### src/rtl/cpu_types_pkg.sv
// Shared CPU types: machine word, RAM handshake status and memory arbiter state.
// Latency: n/a (types and constants only).
// Backpressure: n/a.
package cpu_types_pkg;

  localparam int WORD_W   = 32;
  localparam int STREAK_W = 4;

  typedef logic [WORD_W-1:0] word_t;

  typedef enum logic [1:0] {
    FREE   = 2'd0,
    BUSY   = 2'd1,
    ACCESS = 2'd2,
    ERROR  = 2'd3
  } ramstate_t;

  typedef enum logic [1:0] {
    IDLE   = 2'd0,
    IGRANT = 2'd1,
    DGRANT = 2'd2
  } arb_state_t;

endpackage

### src/rtl/arb_streak_ctr.sv
// Saturating count of back-to-back data grants made while a fetch was waiting.
// Latency: count updates on the clock edge after inc/clr; sat is combinational from count.
// Backpressure: none; clr has priority over inc, and inc is ignored once saturated.
module arb_streak_ctr
  import cpu_types_pkg::*;
#(
  parameter int MAX = 4
) (
  input  logic                CLK,
  input  logic                nRST,
  input  logic                inc,
  input  logic                clr,
  output logic [STREAK_W-1:0] count,
  output logic                sat
);

  assign sat = (count == STREAK_W'(MAX));

  // Count up to MAX and park there; clear wins over increment.
  always_ff @(posedge CLK or negedge nRST) begin
    if (!nRST) begin
      count <= '0;
    end else if (clr) begin
      count <= '0;
    end else if (inc && !sat) begin
      count <= count + STREAK_W'(1);
    end
  end

endmodule

### src/rtl/mem_arbiter.sv
// Shares one RAM port between instruction fetch and data access; data wins unless fetch has starved MAX_DSTREAK grants.
// Latency: request sampled in IDLE at N, RAM enabled at N+1, earliest completion N+1; one IDLE cycle between grants.
// Backpressure: iwait/dwait stay high until RAM reports ACCESS; MEM_ARB_STATS_EN adds icount/dcount/stallcount outputs.
module mem_arbiter
  import cpu_types_pkg::*;
#(
  parameter int MAX_DSTREAK = 4,
  parameter int ADDR_W      = 32
) (
  input  logic              CLK,
  input  logic              nRST,
  input  logic              iREN,
  input  logic [ADDR_W-1:0] iaddr,
  output logic              iwait,
  output logic [ADDR_W-1:0] iload,
  input  logic              dREN,
  input  logic              dWEN,
  input  logic [ADDR_W-1:0] daddr,
  input  logic [ADDR_W-1:0] dstore,
  output logic              dwait,
  output logic [ADDR_W-1:0] dload,
  output logic              ramREN,
  output logic              ramWEN,
  output logic [ADDR_W-1:0] ramaddr,
  output logic [ADDR_W-1:0] ramstore,
  input  logic [ADDR_W-1:0] ramload,
  input  logic [1:0]        ramstate
`ifdef MEM_ARB_STATS_EN
  ,
  output logic [31:0]       icount,
  output logic [31:0]       dcount,
  output logic [31:0]       stallcount
`endif
);

  arb_state_t          state;
  ramstate_t           ram_st;
  logic                dreq;
  logic                access;
  logic                d_done;
  logic                i_done;
  logic                streak_inc;
  logic                streak_clr;
  logic                streak_sat;
  logic [STREAK_W-1:0] streak;

  assign ram_st = ramstate_t'(ramstate);
  assign dreq   = dREN | dWEN;
  assign access = (ram_st == ACCESS);

  // A grant completes only if its requester is still asking; a dropped request is an abort.
  assign d_done = (state == DGRANT) && dreq && access;
  assign i_done = (state == IGRANT) && iREN && access;

  // Streak grows only while a fetch is actually being held off.
  assign streak_inc = d_done && iREN;
  assign streak_clr = (d_done && !iREN) || i_done;

  arb_streak_ctr #(
    .MAX (MAX_DSTREAK)
  ) u_streak (
    .CLK   (CLK),
    .nRST  (nRST),
    .inc   (streak_inc),
    .clr   (streak_clr),
    .count (streak),
    .sat   (streak_sat)
  );

  // Read data is shared by both requesters; each only trusts it when its wait is low.
  assign iload = ramload;
  assign dload = ramload;

  // Route the granted requester onto the RAM and generate both wait signals.
  always_comb begin
    ramREN   = 1'b0;
    ramWEN   = 1'b0;
    ramaddr  = '0;
    ramstore = '0;
    iwait    = iREN;
    dwait    = dreq;
    case (state)
      DGRANT: begin
        ramaddr  = daddr;
        ramstore = dstore;
        ramWEN   = dWEN;
        ramREN   = dREN && !dWEN;
        dwait    = dreq && !access;
      end
      IGRANT: begin
        ramaddr  = iaddr;
        ramREN   = iREN;
        iwait    = iREN && !access;
      end
      default: begin
      end
    endcase
  end

  // Grant FSM: pick a requester from IDLE, hold it through BUSY/FREE/ERROR, release on ACCESS or abort.
  always_ff @(posedge CLK or negedge nRST) begin
    if (!nRST) begin
      state <= IDLE;
    end else begin
      case (state)
        IDLE: begin
          if (dreq && !(iREN && streak_sat)) begin
            state <= DGRANT;
          end else if (iREN) begin
            state <= IGRANT;
          end
        end
        DGRANT: begin
          if (!dreq || access) begin
            state <= IDLE;
          end
        end
        IGRANT: begin
          if (!iREN || access) begin
            state <= IDLE;
          end
        end
        default: state <= IDLE;
      endcase
    end
  end

`ifdef MEM_ARB_STATS_EN
  // Free-running performance counters; they wrap naturally at 2^32.
  always_ff @(posedge CLK or negedge nRST) begin
    if (!nRST) begin
      icount     <= '0;
      dcount     <= '0;
      stallcount <= '0;
    end else begin
      if (i_done) begin
        icount <= icount + 32'd1;
      end
      if (d_done) begin
        dcount <= dcount + 32'd1;
      end
      if (iwait || dwait) begin
        stallcount <= stallcount + 32'd1;
      end
    end
  end
`endif

endmodule

### config.mk
export PLATFORM = sky130hd
export DESIGN_NAME = mem_arbiter
export DESIGN_NICKNAME = d
export VERILOG_FILES = /design/src/rtl/cpu_types_pkg.sv /design/src/rtl/arb_streak_ctr.sv /design/src/rtl/mem_arbiter.sv
export SDC_FILE = /design/constraint.sdc
export NUM_CORES = 1
export LEC_CHECK = 0
export CAP_MARGIN = 40
export CORE_AREA = 2 2 103 105
export DETAILED_ROUTE_END_ITERATION = 6
export DIE_AREA = 0 0 105 107
export PLACE_DENSITY = 0.65
export SYNTH_ARGS = -nofsm -noshare
export SYNTH_HDL_FRONTEND = slang
export SYNTH_SLANG_ARGS = --single-unit
### constraint.sdc
create_clock -name CLK -period 2.3 [get_ports CLK]
set_input_delay 0.69 -clock CLK [delete_from_list [all_inputs] [get_ports CLK]]
set_output_delay 0.69 -clock CLK [all_outputs]
set_load 0.05 [all_outputs]
==> out/qor.yml <==
cp_cell_sequence: "inv_2, ha_4, buf_12, buf_6, a22oi_2, nor2b_4, buf_12"
path_max_fanout: 6
yosys.area.top_type: "buf_4"
cts-root-buf: "clkbuf_8"
synthesis.nets: 372
r2r_setup_slack_ns: 0.02
die_w_um: 105
synthToLayoutAreaGrowth_pct: 171
clk_pin_slew_worst_paths_ns: 0.04
violations: "negative setup slack"
h-tree-depth: 1
cts_buffers: 3
drv_slew: 0
cp_data_required_time_ns: 1.61
tns_ns: -0.751
r2r_start: "state[0]"
routed_wl_um: 7960
grt_max_degree: 33
end_kind: "output port"
die_h_um: 107
finalCritPeriodShare_pct: 102
vias: 2080
firstDrtPassIters: 4
port_buffers: 170
initial_utilization_pct: 16.7
synthTopCellsByCount: "64 x buf_4, 34 x and2_1, 34 x nor2b_1"
whs_path_depth: 1
fmax_mhz: 428
grt_antenna_before_repair: 0
core-area_sq_um: 10100
hold_viol: 0
antenna_cells: 0
p_per_area_nw_per_um2: 1320
synth_cell_type_count: 32
netSwitchingPower_uw: 2850
viasPerCell: 4.22
whs_endpoint: "u_streak.count[2]"
synth-edff-count: 0
ir_drop_v: 0.000663
fillers: 956
critPathMaxStageDelay_ns: 0.40
gp_congestion: 0.858
grt_usage_pct: 12.3
power_frac_comb_pct: 94.4
dp_hpwl_um: 5790
hp-class: "reg2reg"
status: "complete, but fails checks"
crit_type: "reg2out"
hp-start: "u_streak.count[2]"
dieArea_sq_um: 11200
period_minus_slack_ns: 2.34
p_int_uw: 3150
finalClockSkew_ns: 0.000613
yosysMostFrequentCell: "buf_4"
wl_per_cell_um: 16.1
fin_cells: 493
critical_path.reg2reg.endpoint: "u_streak.count[3]"
path_delay_family: "buffers and inverters"
setup_violations: 40
yosys.area.top_type_share_pct: 28.5
syn_area_per_cell_sq_um: 7.26
rsz0062_at_grt: "yes"
utilization_pct: 45.2
switching_share_pct: 47.5
clk_latency_ns: 0.22
cts_buffer_depth: 2
drt_iter0_drc: 45
nets: 499
start_kind: "register"
postRouteAntennaNets: 0
crit_slowest_cell: "dfrtp_1"
drc: 0
dp_cells: 478
path_common_cell: "buf_12"
syn_area_sq_um: 1680
yosysWarnings: 0
row_count: 37
p_leak_uw: 0.00175
cp.arrival_ns: 1.65
seqPwrFrac_pct: 2.9
max_slew_margin_pct: 67.8
cp-startpoint: "state[0]"
yosysSeqAreaShare_pct: 8.92
drive_gt1_share_pct: 59.7
clock-sinks: 6
cts_tree: "done"
worst_pin_slew_ns: 0.483
synth_ff_type: "dfrtp_1"
grt_overflow: 0
maxCapViolCount: 0
r2r_cells: 9
hold_buffers: 0
ios: 267
final.setup.worst_slack_ns: -0.0376
path_buf_inv: 4
clock_power_share_pct: 2.7
ys_top_cells_by_area: "buf_4 29%, a22oi_1 14%, and2_1 13%"
grt_first_pass_wirelength_um: 11300
first_global_vias: 2256
ys_seq_elements: 6
async_reset_ff_share_pct: 100
syn_inst: 232
## per-layer routing
layer	routed length [um]	up-vias	track usage [%]
met3	540	17	3.22
met5	0	-	0
li1	-	976	-
met2	4370	98	23.9
met1	2950	989	13.4
met4	94	0	2.57
## state kept, by name (all words and copies together), names as in the netlist
signal / count
state: 2
u_streak.count: 4
## power by group through the flow
| stage | combinational (uW) | clock, uW | sequential (uW) |
|---|---|---|---|
| 6_report | 5660 | 162 | 172 |
| 5_1_grt | 5910 | 177 | 176 |
| 4_1_cts | 5160 | 167 | 167 |
| 3_5_place_dp | 4930 | 0 | 161 |
| 3_3_place_gp | 4880 | 0 | 157 |
| 2_1_floorplan | 2900 | 0 | 152 |
## worst max path at each step
stage,end,cells after the start
after floorplan,ramaddr[10],6
after global placement,ramREN,5
final,ramaddr[22],7
after CTS,ramaddr[23],6
after global routing,ramaddr[14],7
after detailed placement,ramREN,5
## repair_timing
action,CTS,global route
resized for setup,24,55
pin swaps,5,18
gates cloned,2,2
endpoints found under the setup margin,49,34
buffers inserted,0,9
hold endpoints to repair,0,0
## placed cells by master (no fill, tap or decap), types with 4 or more instances in the layout
cell type        Yosys  final
dfrtp_1              6      6
buf_12               0     71
buf_4               64     17
nor2b_4              0     16
and2_4               0     15
clkdlybuf4s50_1      0     96
buf_6                0      5
nand2_1              4      4
dlygate4sd2_1        0      5
nor2b_2              0     16
a22oi_2              0     31
and2_2               0     19
## final cells by class
| class | instances | area (sq um) | share of cell area (%) |
|---|---|---|---|
| clock buffers | 3 | 41.3 | 0.906 |
| repair buffers | 201 | 2750 | 60.3 |
| well taps | 136 | 170 | 3.73 |
| flip-flops and latches | 6 | 150 | 3.29 |
| multi-input cells | 142 | 1430 | 31.3 |
| inverters | 5 | 18.8 | 0.412 |
## stage by stage
stage               total power (uW)  cell area, sq um  hold WS, ns  setup slack (ns)
detailed placement              5090              4050        0.560            -0.172
global placement                5040              4050        0.549            -0.165
finish                          6000              4560        0.593           -0.0376
global route                    6260              4560        0.614           -0.0988
CTS                             5490              4210        0.579           -0.0621
floorplan                       3050              1890        0.394            -0.206
## kinds of logic (layout without fill, tap and decap cells)
logic type               after synthesis  count (layout)  share of synthesized area [%]
AND/OR/NAND/NOR                       87              87                           32.7
buffers and inverters                 84             209                           33.1
AO/OA/AOI/OAI                         48              48                           20.4
flip-flops                             6               6                           8.92
adder cells (fa/ha/maj)                5               5                           3.71
multiplexers                           2               2                           1.19
Note: power is estimated with default switching activity, not from simulation.
